<file path="src/rtl/sl_rx_param_if.sv">
// Output-side bundle of the two-line serial receiver: received word,
// valid/ready handshake, per-frame error pulses and frame-in-progress flag.
interface sl_rx_param_if #(
    parameter int MAX_BITS = 32
);
    logic [MAX_BITS-1:0] data_out;
    logic                out_valid;
    logic                out_ready;
    logic                err_parity;
    logic                err_length;
    logic                err_timeout;
    logic                overrun;
    logic                busy;

    modport master (
        output data_out, out_valid, err_parity, err_length, err_timeout, overrun, busy,
        input  out_ready
    );

    modport slave (
        input  data_out, out_valid, err_parity, err_length, err_timeout, overrun, busy,
        output out_ready
    );
endinterface

</file>
<file path="src/rtl/sl_rx_param.sv">
// Two-line serial receiver: each line is synchronised and glitch-filtered,
// bits are framed by a parity bit and a both-low STOP, words are held for a consumer.
module sl_rx_param #(
    parameter int MAX_BITS = 32,
    parameter int FILT_LEN = 3,
    parameter int TIMEOUT  = 1024
) (
    input  logic                          clk,
    input  logic                          reset,
    input  logic                          sl0,
    input  logic                          sl1,
    input  logic [1:0]                    mode,
    input  logic [$clog2(MAX_BITS+1)-1:0] bit_len,
    sl_rx_param_if.master                 rx
);
    localparam int BLW = $clog2(MAX_BITS + 1);
    localparam int BCW = $clog2(MAX_BITS + 2);
    localparam int TW  = $clog2(TIMEOUT + 1);
    localparam int FW  = (FILT_LEN > 1) ? $clog2(FILT_LEN) : 1;

    typedef enum logic [1:0] {S_IDLE, S_RECV, S_WAIT_STOP, S_ERR_WAIT} state_t;

    state_t              state, nxt;
    logic [1:0]          sync1, sync2, filt, filt_d;
    logic [FW-1:0]       fcnt [2];
    logic [MAX_BITS-1:0] sr, data_q;
    logic [BCW-1:0]      bcnt, nlen, n_sel;
    logic [TW-1:0]       tcnt;
    logic                par, valid_q;
    logic                p_par_q, p_len_q, p_tmo_q, ovr_q;
    logic                ev_bit, ev_stop, ev_any, bit_val, lvl_idle, tmo_hit;
    logic                start, take, commit, p_par, p_len, p_tmo;
    int unsigned         len;

    // Index 0 carries sl0, index 1 carries sl1; filter only moves after FILT_LEN agreeing samples.
    always_ff @(posedge clk or posedge reset) begin
        if (reset) begin
            sync1   <= '1;
            sync2   <= '1;
            filt    <= '1;
            filt_d  <= '1;
            fcnt[0] <= '0;
            fcnt[1] <= '0;
        end else begin
            sync1  <= {sl1, sl0};
            sync2  <= sync1;
            filt_d <= filt;
            for (int unsigned i = 0; i < 2; i++) begin
                if (sync2[i] == filt[i]) begin
                    fcnt[i] <= '0;
                end else if (fcnt[i] == FW'(FILT_LEN - 1)) begin
                    filt[i] <= sync2[i];
                    fcnt[i] <= '0;
                end else begin
                    fcnt[i] <= fcnt[i] + 1'b1;
                end
            end
        end
    end

    always_comb begin
        bit_val  = filt_d[1] & ~filt[1] & filt[0];
        ev_bit   = bit_val | (filt_d[0] & ~filt[0] & filt[1]);
        ev_stop  = (filt_d != 2'b00) && (filt == 2'b00);
        ev_any   = (filt != filt_d);
        lvl_idle = &filt;
        tmo_hit  = !ev_any && (tcnt >= TW'(TIMEOUT - 1));
    end

    always_comb begin
        len = 0;
        unique case (mode)
            2'd0:    len = 8;
            2'd1:    len = 16;
            2'd2:    len = 32;
            default: len = {{(32 - BLW){1'b0}}, bit_len};
        endcase
        if (len == 0 || len > MAX_BITS) len = MAX_BITS;
        n_sel = BCW'(len);
    end

    always_ff @(posedge clk or posedge reset) begin
        if (reset) state <= S_IDLE;
        else       state <= nxt;
    end

    always_comb begin
        nxt    = state;
        start  = 1'b0;
        take   = 1'b0;
        commit = 1'b0;
        p_par  = 1'b0;
        p_len  = 1'b0;
        p_tmo  = 1'b0;
        unique case (state)
            S_IDLE: begin
                if (ev_bit) begin
                    start = 1'b1;
                    nxt   = S_RECV;
                end else if (ev_stop) begin
                    nxt = S_ERR_WAIT;
                end
            end
            S_RECV: begin
                if (ev_bit) begin
                    take = 1'b1;
                    if (bcnt == nlen) nxt = S_WAIT_STOP;
                end else if (ev_stop) begin
                    p_len = 1'b1;
                    nxt   = S_ERR_WAIT;
                end else if (tmo_hit) begin
                    p_tmo = 1'b1;
                    nxt   = S_ERR_WAIT;
                end
            end
            S_WAIT_STOP: begin
                if (ev_bit) begin
                    p_len = 1'b1;
                    nxt   = S_ERR_WAIT;
                end else if (ev_stop) begin
                    if (par) commit = 1'b1;
                    else     p_par  = 1'b1;
                    nxt = S_ERR_WAIT;
                end else if (tmo_hit) begin
                    p_tmo = 1'b1;
                    nxt   = S_ERR_WAIT;
                end
            end
            default: begin
                if (lvl_idle) nxt = S_IDLE;
            end
        endcase
    end

    always_ff @(posedge clk or posedge reset) begin
        if (reset) begin
            sr      <= '0;
            data_q  <= '0;
            bcnt    <= '0;
            nlen    <= '0;
            tcnt    <= '0;
            par     <= 1'b0;
            valid_q <= 1'b0;
            p_par_q <= 1'b0;
            p_len_q <= 1'b0;
            p_tmo_q <= 1'b0;
            ovr_q   <= 1'b0;
        end else begin
            p_par_q <= p_par;
            p_len_q <= p_len;
            p_tmo_q <= p_tmo;
            ovr_q   <= commit && valid_q && !rx.out_ready;

            if (start) begin
                sr   <= MAX_BITS'(bit_val);
                bcnt <= BCW'(1);
                par  <= bit_val;
                nlen <= n_sel;
            end else if (take) begin
                // Positions below nlen are data; the bit at nlen is parity only.
                if (bcnt < nlen) sr <= sr | (MAX_BITS'(bit_val) << bcnt);
                par <= par ^ bit_val;
                if (bcnt <= nlen) bcnt <= bcnt + 1'b1;
            end

            if ((state == S_RECV || state == S_WAIT_STOP) && !ev_any) begin
                if (tcnt != TW'(TIMEOUT)) tcnt <= tcnt + 1'b1;
            end else begin
                tcnt <= '0;
            end

            if (commit && (!valid_q || rx.out_ready)) begin
                data_q  <= sr;
                valid_q <= 1'b1;
            end else if (valid_q && rx.out_ready) begin
                valid_q <= 1'b0;
            end
        end
    end

    assign rx.data_out    = data_q;
    assign rx.out_valid   = valid_q;
    assign rx.err_parity  = p_par_q;
    assign rx.err_length  = p_len_q;
    assign rx.err_timeout = p_tmo_q;
    assign rx.overrun     = ovr_q;
    assign rx.busy        = (state == S_RECV) || (state == S_WAIT_STOP);
endmodule

</file>
<file path="src/flat_wrapper.sv">
// flat-port wrapper written by rule: the top's interface ports become plain ports
module sl_rx_param_flat 
#(
    parameter int MAX_BITS = 32,
    parameter int FILT_LEN = 3,
    parameter int TIMEOUT  = 1024
)
  (clk, reset, sl0, sl1, mode, bit_len, rx_data_out, rx_out_valid, rx_err_parity, rx_err_length, rx_err_timeout, rx_overrun, rx_busy, rx_out_ready);
  sl_rx_param_if #(.MAX_BITS(MAX_BITS)) rx_i ();
  input  logic clk;
  input  logic reset;
  input  logic sl0;
  input  logic sl1;
  input  logic [1:0] mode;
  input  logic [$clog2(MAX_BITS+1)-1:0] bit_len;
  output wire logic [$bits(rx_i.data_out)-1:0] rx_data_out;
  output wire logic [$bits(rx_i.out_valid)-1:0] rx_out_valid;
  output wire logic [$bits(rx_i.err_parity)-1:0] rx_err_parity;
  output wire logic [$bits(rx_i.err_length)-1:0] rx_err_length;
  output wire logic [$bits(rx_i.err_timeout)-1:0] rx_err_timeout;
  output wire logic [$bits(rx_i.overrun)-1:0] rx_overrun;
  output wire logic [$bits(rx_i.busy)-1:0] rx_busy;
  input wire logic [$bits(rx_i.out_ready)-1:0] rx_out_ready;
  assign rx_data_out = rx_i.data_out;
  assign rx_out_valid = rx_i.out_valid;
  assign rx_err_parity = rx_i.err_parity;
  assign rx_err_length = rx_i.err_length;
  assign rx_err_timeout = rx_i.err_timeout;
  assign rx_overrun = rx_i.overrun;
  assign rx_busy = rx_i.busy;
  assign rx_i.out_ready = rx_out_ready;
  sl_rx_param #(.MAX_BITS(MAX_BITS), .FILT_LEN(FILT_LEN), .TIMEOUT(TIMEOUT)) u_core (.clk(clk), .reset(reset), .sl0(sl0), .sl1(sl1), .mode(mode), .bit_len(bit_len), .rx(rx_i));
endmodule
</file>
<file path="config.mk">
export PLATFORM = sky130hd
export DESIGN_NAME = sl_rx_param_flat
export DESIGN_NICKNAME = d
export VERILOG_FILES = /design/src/rtl/sl_rx_param_if.sv /design/src/rtl/sl_rx_param.sv /design/src/flat_wrapper.sv
export SDC_FILE = /design/constraint.sdc
export NUM_CORES = 1
export LEC_CHECK = 0
export ABC_AREA = 1
export CAP_MARGIN = 30
export CORE_MARGIN = 4
export CORE_UTILIZATION = 42
export DETAILED_ROUTE_END_ITERATION = 16
export PLACE_DENSITY = 0.68
export SLEW_MARGIN = 20
export SYNTH_ARGS = -nofsm -noshare
export SYNTH_HDL_FRONTEND = slang
export SYNTH_SLANG_ARGS = --single-unit
</file>
<file path="constraint.sdc">
create_clock -name clk -period 4.7 [get_ports clk]
set_clock_uncertainty 0.05 [all_clocks]
set_input_delay 0.705 -clock clk [delete_from_list [all_inputs] [get_ports clk]]
set_output_delay 0.705 -clock clk [all_outputs]
set_load 0.005 [all_outputs]
</file>
==> out/qor.yml, run 1 <==
run_status:
  status: "completed"
finish:
  nets: 664
  areaGrowthSynthToFinish_pct: 19.0
  diodes: 0
  drive_gt1_share_pct: 6.41
  design_area_um2: 5950
cts:
  cts_buffer_depth: 2
  cts_resized: 0
  clkLatencyLatePin_ns: 0.35
  clkSinkCount: 107
  cts_setup_buffers: 0
  cts_hold_buf: 0
  clock-root-buffer: "clkbuf_16"
  path_clk_slew_ns: 0.07
  htree_levels: 3
  cts_made_buffers: 9
  cts_tree: "done"
floorplanning:
  start_util_pct: 43.3
  fp.coreArea_um2: 11600
  rows: 39
  chipHeight_um: 117
  die-area_um2: 13700
  dieWidth_um: 117
  ios: 51
timing:
  slew_headroom_pct: 52.9
  finalSetupViolations: 0
  worstMarginPinSlew_ns: 0.703
  slew_viol_final: 0
  hold_ws_ns: 0.307
  finalCritPeriodShare_pct: 59.8
  final_hold_viol_count: 0
  fin_setup_tns_ns: 0
  fmax_ghz: 0.356
  rsz0062_at_grt: "false"
  period_needed_ns: 2.81
place:
  io_buffers: 50
  gp_congestion: 0.849
  place_area_um2: 5660
  place_hpwl_um: 7700
route:
  ant_nets: 0
  vias: 3947
  drt-vias-per-instance: 5.04
  drc: 0
  routed_wl_um: 10400
  first_pass_iters: 5
  routedWlPerCell_um: 13.3
  drtIter0Drc: 303
logic_synthesis:
  synth_ff_type: "dfrtp_1"
  syn_nets: 616
  syn_inst: 587
  postSynth.asyncResetShare_pct: 100
  synth_seq_cells: 107
  synth-seq-area-share_pct: 53.7
  synth_area_um2: 5000
  avgSynthCellArea_um2: 8.53
  synth_edf_count: 0
  ys.warnings.count: 0
  ys_types: 34
power_and_ir_drop:
  switching_share_pct: 35.7
  seq_power_share_pct: 42.2
  p_comb_share_pct: 29.7
  switchingPower_mw: 0.955
  p_leak_nw: 2.77
  powerDensity_nw_per_um2: 449
  power.total_mw: 2.67
  vdd_drop_max_uv: 203
  p_int_mw: 1.72
  p_clk_share_pct: 28.1
job:
  drv_cap: 0
worst_hold_path:
  holdPathStages: 0
  worstHoldStart: "u_core.sync1[0]"
  hold_path_end: "u_core.sync2[0]"
  hp-class: "reg2reg"
global_routing:
  grt_use_total_pct: 16.3
  grt_pass1_vias: 3867
  antenna_found_initial: 0
  grt_pass1_wl_um: 18000
  grt_max_degree: 64
  grt.overflow.total: 0
setup_path:
  critPathMaxStageDelay_ns: 0.59
  crit_type: "reg2reg"
  arrival_ns: 3.02
  slowest_stage: "dfstp_2"
  r2r_end: "u_core.sr[23]"
  end_kind: "flip-flop"
  r2r_setup_slack_ns: 1.89
  crit_fanout: 19
  reg2reg_from: "u_core.filt[1]"
  start_kind: "flip-flop"
  cp_common_cell: "nand2_1"
  crit_chain: "inv_2 > ha_1 > nand2_2 > o21ai_4 > nand2_1 > buf_4 > nand2_1 > nand2_1 > inv_2 > o21ai_0"
  rr_worst_depth: 10
  required_ns: 4.91
power groups by stage:
stage | registers (mW) | clock network (mW) | logic (mW)
2_1_floorplan | 1.12 | 0 | 0.613
3_3_place_gp | 1.14 | 0 | 0.762
5_1_grt | 1.14 | 0.802 | 0.923
3_5_place_dp | 1.14 | 0 | 0.797
6_report | 1.13 | 0.752 | 0.794
4_1_cts | 1.13 | 0.771 | 0.801
synth_stat cells, types with 6 or more instances:
cell      instances  share of area (%)
nor2_1           32                2.4
dfstp_2           8                4.2
nand3_1          58                5.8
a21oi_1          30                3.0
nand2_1         122                9.2
nor3_1           13                1.3
o21ai_0          67                6.7
clkbuf_1         11               0.83
dfrtp_1          99                 50
inv_1            86                6.5
o31ai_1           6               0.90
ha_1             16                4.0
final cells by class:
type | instances | area (um2)
Fill cell | 1090 | 5610
Sequential cell | 107 | 2690
Multi-Input combinational cell | 372 | 1900
Timing Repair Buffer | 54 | 551
Inverter | 91 | 344
Clock buffer | 11 | 233
Tap cell | 143 | 179
Clock inverter | 5 | 60.1
logic make-up after synthesis:
kind of cell / Yosys count / synth area share [%]
mux: 1 / 0.225
compound gates: 110 / 11.7
fa+ha+maj: 16 / 4.00
simple gates: 237 / 20.6
buf+inv: 108 / 8.35
xor+xnor: 8 / 1.40
flops: 107 / 53.7
layer usage:
metal,share of wire (%),wire [um],global-route usage (%)
met1,47,4930,22.3
met2,48,5010,26.2
met3,2.8,291,2.06
met4,1.8,183,6.73
met5,0,0,0
cells in the final DEF, fill, tap and decap left out, drive strengths merged, types with 2 or more instances in the layout:
master and n:
nand2 123, dfrtp 99, inv 92, o21ai 70
nand3 58, clkdlybuf4s50 50, nor2 34, a21oi 31
ha 16, nor3 14, clkbuf 11, dfstp 8
o31ai 6, xor2 5, nand4 5, buf 4
xnor2 3, clkinv 2
worst max-delay path, delay by kind of cell (launching register included):
family,cells,cell delay (ns)
compound gates,2,0.35
flops,1,0.59
simple gates,4,0.92
fa+ha+maj,1,0.19
buf+inv,3,0.63
per-stage QoR:
stage | utilization [%] | worst slack [ns] | cells
3_3_place_gp | 48.7 | 2.04 | 766
5_1_grt | 51.5 | 1.59 | 783
2_1_floorplan | - | 1.14 | 587
6_report | 51.5 | 1.89 | 783
3_5_place_dp | 48.9 | 1.90 | 767
4_1_cts | 51.5 | 1.89 | 783
flip-flops by register name, summed over array words and instances (netlist names), 2 cells and up:
signal / count
u_core.bcnt: 6
u_core.fcnt: 4
u_core.filt: 2
u_core.filt_d: 2
u_core.nlen: 6
u_core.rx.data_out: 32
u_core.sr: 32
u_core.state: 2
u_core.sync1: 2
u_core.sync2: 2
u_core.tcnt: 11
worst max-delay path by stage:
stage	startpoint	to	slack, ns	depth (start not counted)
finish	u_core.filt[1]	u_core.sr[23]	1.89	10
global route	u_core.filt[1]	u_core.sr[23]	1.59	10
detailed placement	u_core.filt[1]	u_core.sr[23]	1.90	10
CTS	u_core.filt[1]	u_core.sr[23]	1.89	10
floorplan	reset	u_core.bcnt[0]	1.14	1
global placement	u_core.filt[1]	u_core.sr[29]	2.04	11
Note: power is estimated with default switching activity, not from simulation.
==> run 2: changes to the inputs <==
==> constraint.sdc (replaced) <==
create_clock -name clk -period 2.8 [get_ports clk]
set_clock_uncertainty 0.05 [all_clocks]
set_input_delay 0.42 -clock clk [delete_from_list [all_inputs] [get_ports clk]]
set_output_delay 0.42 -clock clk [all_outputs]
set_load 0.005 [all_outputs]
==> run 2 against run 1 <==
Sequential share of layout area is 0.20 points lower. First-iteration DRC count is 9.6% lower. Total power grew 69%. Clock power rose by 69%. Critical path depth stayed put. Critical endpoint is now u_core.nlen[3]. Largest power group unchanged.
==> out/qor.yml, run 2 (synthesized netlist as in run 1, its figures left out) <==
global_routing:
  grt_use_total_pct: 16.0  # -0.28 points
  grt.overflow.total: 0  # unchanged
  grt_pass1_vias: 3795  # -1.9%
  grt_max_degree: 69  # +7.8%
  antenna_found_initial: 0  # unchanged
  grt_pass1_wl_um: 17500  # -2.7%
power_and_ir_drop:
  switchingPower_mw: 1.59  # +67%
  p_clk_share_pct: 28.1  # about the same
  switching_share_pct: 35.3  # -0.38 points
  p_comb_share_pct: 29.9  # +0.2 points
  p_int_mw: 2.92  # +70%
  powerDensity_nw_per_um2: 754  # +68%
  seq_power_share_pct: 41.9  # -0.3 points
  power.total_mw: 4.51  # +69%
  vdd_drop_max_uv: 319  # +57%
  p_leak_nw: 2.77  # +0.10%
setup_path:
  crit_fanout: 22  # +3
  reg2reg_from: "u_core.filt[1]"
  cp_top_family: "simple AND/OR/NAND/NOR gates"
  cp.depth: 10  # unchanged
  crit_chain: "inv_2 > ha_1 > nand2_2 > o21ai_4 > nand2_1 > inv_2 > nand2_1 > inv_1 > nand2_1 > o21ai_0"
  start_kind: "flip-flop"
  end_kind: "flip-flop"
  crit_type: "reg2reg"
  endpoint: "u_core.nlen[3]"
  worst-path-buf-inv: 3  # unchanged
  critPathMaxStageDelay_ns: 0.59  # about the same
  required_ns: 2.96  # -1.95 ns
  arrival_ns: 2.35  # -0.67 ns
  r2r_setup_slack_ns: 0.61  # -1.28 ns
  rr_worst_depth: 10  # unchanged
  crit_start: "u_core.filt[1]"
  cp_common_cell: "nand2_1"
  r2r_end: "u_core.nlen[3]"
  slowest_stage: "dfstp_2"
route:
  vias: 3890  # -1.4%
  routedWlPerCell_um: 12.9  # -3.0%
  ant_nets: 0  # unchanged
  drt-vias-per-instance: 4.96  # -1.6%
  first_pass_iters: 4  # -1
  drtIter0Drc: 274  # -9.6%
  drc: 0  # unchanged
  routed_wl_um: 10100  # -2.8%
cts:
  cts_tree: "done"
  cts_buffer_depth: 2  # unchanged
  clkLatencyLatePin_ns: 0.34  # about the same
  clock-root-buffer: "clkbuf_16"
  cts_setup_buffers: 0  # unchanged
  cts_made_buffers: 9  # unchanged
  clkSinkCount: 107  # unchanged
  path_clk_slew_ns: 0.07  # about the same
  cts_hold_buf: 0  # unchanged
  htree_levels: 3  # unchanged
  cts_resized: 0  # unchanged
run_status:
  status: "completed"
timing:
  finalSetupViolations: 0  # unchanged
  finalCritPeriodShare_pct: 78.2  # +18 points
  period_needed_ns: 2.19  # -0.621 ns
  slew_viol_final: 0  # unchanged
  fin_setup_tns_ns: 0  # unchanged
  worstMarginPinSlew_ns: 0.728  # +0.0248 ns
  final_hold_viol_count: 0  # unchanged
  rsz0062_at_grt: "false"
  slew_headroom_pct: 51.3  # -1.7 points
  fmax_ghz: 0.457  # +28%
  fin_ws_ns: 0.611  # -1.28 ns
floorplanning:
  ios: 51  # unchanged
  start_util_pct: 43.3  # unchanged
  die-area_um2: 13700  # unchanged
  dieWidth_um: 117  # unchanged
  fp.coreArea_um2: 11600  # unchanged
  chipHeight_um: 117  # unchanged
  rows: 39  # unchanged
place:
  gp_congestion: 0.834  # -1.8%
  place_area_um2: 5670  # +0.24%
  io_buffers: 50  # unchanged
  place_hpwl_um: 7210  # -6.4%
  pre_cts_ws_ns: 0.627  # -1.27 ns
worst_hold_path:
  worstHoldStart: "u_core.sync1[1]"
  hp-class: "reg2reg"
finish:
  layout_commonest_cell: "nand2_1"
  nets: 665  # +0.15%
  finalCoreUtilization_pct: 51.7  # +0.23 points
  areaGrowthSynthToFinish_pct: 19.5
  drive_gt1_share_pct: 6.71  # +0.30 points
  layout_common_cells: "nand2_1 (122), dfrtp_1 (99), inv_1 (85)"
  fillCellCount: 1062  # -2.6%
  multi_input_area_um2: 1900  # unchanged
  seq_area_um2: 2690  # unchanged
  diodes: 0  # unchanged
  design_area_um2: 5980  # +0.44%
job:
  drv_cap: 0  # unchanged
run 2: cell count changes in the layout (fill, tap and decap cells not counted), sizes merged:
| cell | change |
|---|---|
| clkinvlp | +2 |
| clkinv | +1 |
| buf | +1 |
| inv | -3 |
run 2: cell type report:
class                           count  share of cell area [%]
Clock buffer                       11                    4.06
Clock inverter                      5                    1.05
Inverter                           91                    5.78
Multi-Input combinational cell    372                    31.8
Sequential cell                   107                    44.9
Tap cell                          143                    2.99
Timing Repair Buffer               55                    9.42
run 2: how the worst min path moves through the flow:
stage / slack [ns] / depth (start not counted) / to
2_1_floorplan: 0.30 / 0 / u_core.sync2[0]
3_3_place_gp: 0.30 / 0 / u_core.sync2[1]
3_5_place_dp: 0.30 / 0 / u_core.sync2[1]
4_1_cts: 0.31 / 0 / u_core.sync2[1]
5_1_grt: 0.31 / 0 / u_core.sync2[0]
6_report: 0.31 / 0 / u_core.sync2[1]
run 2: worst reg2reg max path: stages, from the launching register on:
cell	delay, ns
dfstp_2	0.59
inv_2	0.08
ha_1	0.19
nand2_2	0.16
o21ai_4	0.12
nand2_1	0.27
inv_2	0.24
nand2_1	0.16
inv_1	0.06
nand2_1	0.05
o21ai_0	0.07
run 2: per-layer routing:
metal	vias to the layer above	GRT usage, %	share of wire, %	wire [um]
met2	66	24.5	47	4730
met1	1835	22.4	48	4890
met3	6	3.91	3.9	393
met4	0	5.35	1.1	110
met5	-	0	0	0
li1	1983	-	-	-
run 2: power by group through the flow:
stage,combinational [mW],sequential (mW),clock (mW)
finish,1.35,1.89,1.27
global route,1.55,1.91,1.38
floorplan,1.03,1.88,0
CTS,1.36,1.89,1.31
detailed placement,1.35,1.92,0
global placement,1.30,1.91,0
run 2: per-stage QoR:
step	hold slack [ns]	cells
after floorplan	0.295	587
after global placement	0.296	768
after detailed placement	0.297	768
after CTS	0.307	784
after global routing	0.311	784
final	0.305	784
==> run 3: changes to the inputs <==
==> constraint.sdc (replaced) <==
create_clock -name clk -period 2.15 [get_ports clk]
set_clock_uncertainty 0.05 [all_clocks]
set_input_delay 0.3225 -clock clk [delete_from_list [all_inputs] [get_ports clk]]
set_output_delay 0.3225 -clock clk [all_outputs]
set_load 0.005 [all_outputs]
==> run 3 against run 2 <==
Non-clock buffer count is 9 higher. Sequential cell count did not move. Highest routed layer unchanged. Final area is 1.0% higher. Final cell count grew 1.0%. Global-route usage up 0.24 points. Clock power is 28% higher. Critical endpoint is now rx_busy.
==> out/qor.yml, run 3 (synthesized netlist as in run 1, its figures left out) <==
floorplanning:
  start_util_pct: 43.3  # unchanged
  chipHeight_um: 117  # unchanged
  fp.coreArea_um2: 11600  # unchanged
  ios: 51  # unchanged
  rows: 39  # unchanged
  dieWidth_um: 117  # unchanged
  die-area_um2: 13700  # unchanged
worst_hold_path:
  holdPathStages: 0  # unchanged
  worstHoldStart: "u_core.sync1[0]"
  hp-class: "reg2reg"
global_routing:
  grt.overflow.total: 0  # unchanged
  grt_pass1_wl_um: 17800  # +2.1%
  grt_max_degree: 108  # +57%
  grt_pass1_vias: 3936  # +3.7%
  antenna_found_initial: 0  # unchanged
  grt_use_total_pct: 16.2  # +0.24 points
timing:
  rsz0062_at_grt: "true"
  slew_headroom_pct: 61.8  # +10 points
  period_needed_ns: 2.04
  worstMarginPinSlew_ns: 0.574  # -0.154 ns
  fmax_ghz: 0.490
  fin_setup_tns_ns: 0  # unchanged
  slew_viol_final: 0  # unchanged
  finalCritPeriodShare_pct: 94.9
  fin_ws_ns: 0.109  # -0.502 ns
  hold_ws_ns: 0.305  # -0.000684 ns
  finalSetupViolations: 0  # unchanged
  final_hold_viol_count: 0  # unchanged
cts:
  cts_tree: "done"
  htree_levels: 3  # unchanged
  path_clk_slew_ns: 0.06  # about the same
  clkSinkCount: 107  # unchanged
  clkLatencyLatePin_ns: 0.35  # about the same
  clock-root-buffer: "clkbuf_16"
  cts_made_buffers: 9  # unchanged
  cts_buffer_depth: 2  # unchanged
  cts_setup_buffers: 0  # unchanged
place:
  gp_congestion: 0.855  # +2.5%
  place_hpwl_um: 7350  # +1.9%
  io_buffers: 50  # unchanged
  pre_cts_ws_ns: 0.166  # -0.461 ns
route:
  drt-vias-per-instance: 4.97  # about the same
  routedWlPerCell_um: 13.0  # +0.39%
  routed_wl_um: 10300  # +1.4%
  drc: 0  # unchanged
  ant_nets: 0  # unchanged
  vias: 3933  # +1.1%
  first_pass_iters: 5  # +1
  drtIter0Drc: 244  # -11%
finish:
  nets: 674  # +1.4%
  drive_gt1_share_pct: 8.01  # +1.3 points
  areaGrowthSynthToFinish_pct: 20.7
  diodes: 0  # unchanged
  layout_common_cells: "nand2_1 (122), dfrtp_1 (98), inv_1 (85)"
  fillCellCount: 1093  # +2.9%
  multi_input_area_um2: 1900  # unchanged
  layout_commonest_cell: "nand2_1"
  seq_area_um2: 2690  # about the same
setup_path:
  start_kind: "flip-flop"
  end_kind: "output port"
  arrival_ns: 1.67  # -0.68 ns
  rr_worst_depth: 10  # unchanged
  required_ns: 1.78  # -1.18 ns
  crit_type: "reg2out"
  endpoint: "rx_busy"
  reg2reg_from: "u_core.filt[1]"
  r2r_setup_slack_ns: 0.16  # -0.45 ns
  r2r_end: "u_core.bcnt[0]"
  crit_start: "u_core.state[0]"
  crit_fanout: 4  # -82%
run_status:
  status: "completed"
job:
  drv_cap: 0  # unchanged
power_and_ir_drop:
  powerDensity_nw_per_um2: 980  # +30%
  power.total_mw: 5.92  # +31%
  p_leak_nw: 2.82  # +1.5%
  vdd_drop_max_uv: 492  # +54%
-- run 3: cell types whose count changed in the layout (fill, tap and decap cells not counted) --
cell / delta
inv_2: -1
clkinvlp_4: -1
buf_4: +9
dfrtp_2: +1
clkinv_4: -1
clkinv_2: +1
inv_4: +1
dfrtp_1: -1
-- run 3: per-stage QoR --
| step | area, um2 | instances | util [%] |
|---|---|---|---|
| 6_report | 6040 | 792 | 52.2 |
| 5_1_grt | 6040 | 792 | 52.2 |
| 4_1_cts | 6040 | 792 | 52.2 |
| 3_5_place_dp | 5740 | 777 | 49.6 |
| 3_3_place_gp | 5740 | 777 | 49.6 |
| 2_1_floorplan | 5010 | 587 | - |
-- run 3: layout make-up --
cell class,count,share of cell area (%)
flip-flops and latches,107,44.5
multi-input cells,372,31.4
repair buffers,64,10.4
inverters,91,5.76
clock buffers,11,4.02
well taps,143,2.96
clock inverters,4,0.849
-- run 3: how the worst min path moves through the flow --
stage,endpoint
2_1_floorplan,u_core.sync1[0]
3_5_place_dp,u_core.sync2[0]
6_report,u_core.sync2[0]
4_1_cts,u_core.sync2[0]
5_1_grt,u_core.sync2[1]
3_3_place_gp,u_core.sync2[1]
-- run 3: repair_timing --
action / 4_1_cts / 5_1_grt
resized for setup: 0 / 3
setup endpoints to repair: 0 / 4
hold buffers: 0 / 0
-- run 3: power by group --
group	total, mW	internal [mW]	switching (mW)
combinational	1.86	0.663	1.20
clock	1.62	0.928	0.695
sequential	2.44	2.27	0.168
total	5.92	3.86	2.06
-- run 3: per-layer routing --
layer	vias to the layer above	GRT usage [%]	part of all wire [%]
met5	-	0	0
met4	0	6.65	1.7
met2	65	25.6	47
met3	12	3.03	3.0
li1	2000	-	-
met1	1856	22.2	48
-- run 3: worst max-delay path, cell delays in order, from the launching register on --
cell             delay, ns
dfrtp_1               0.40
inv_1                 0.11
ha_1                  0.32
clkdlybuf4s50_1       0.50
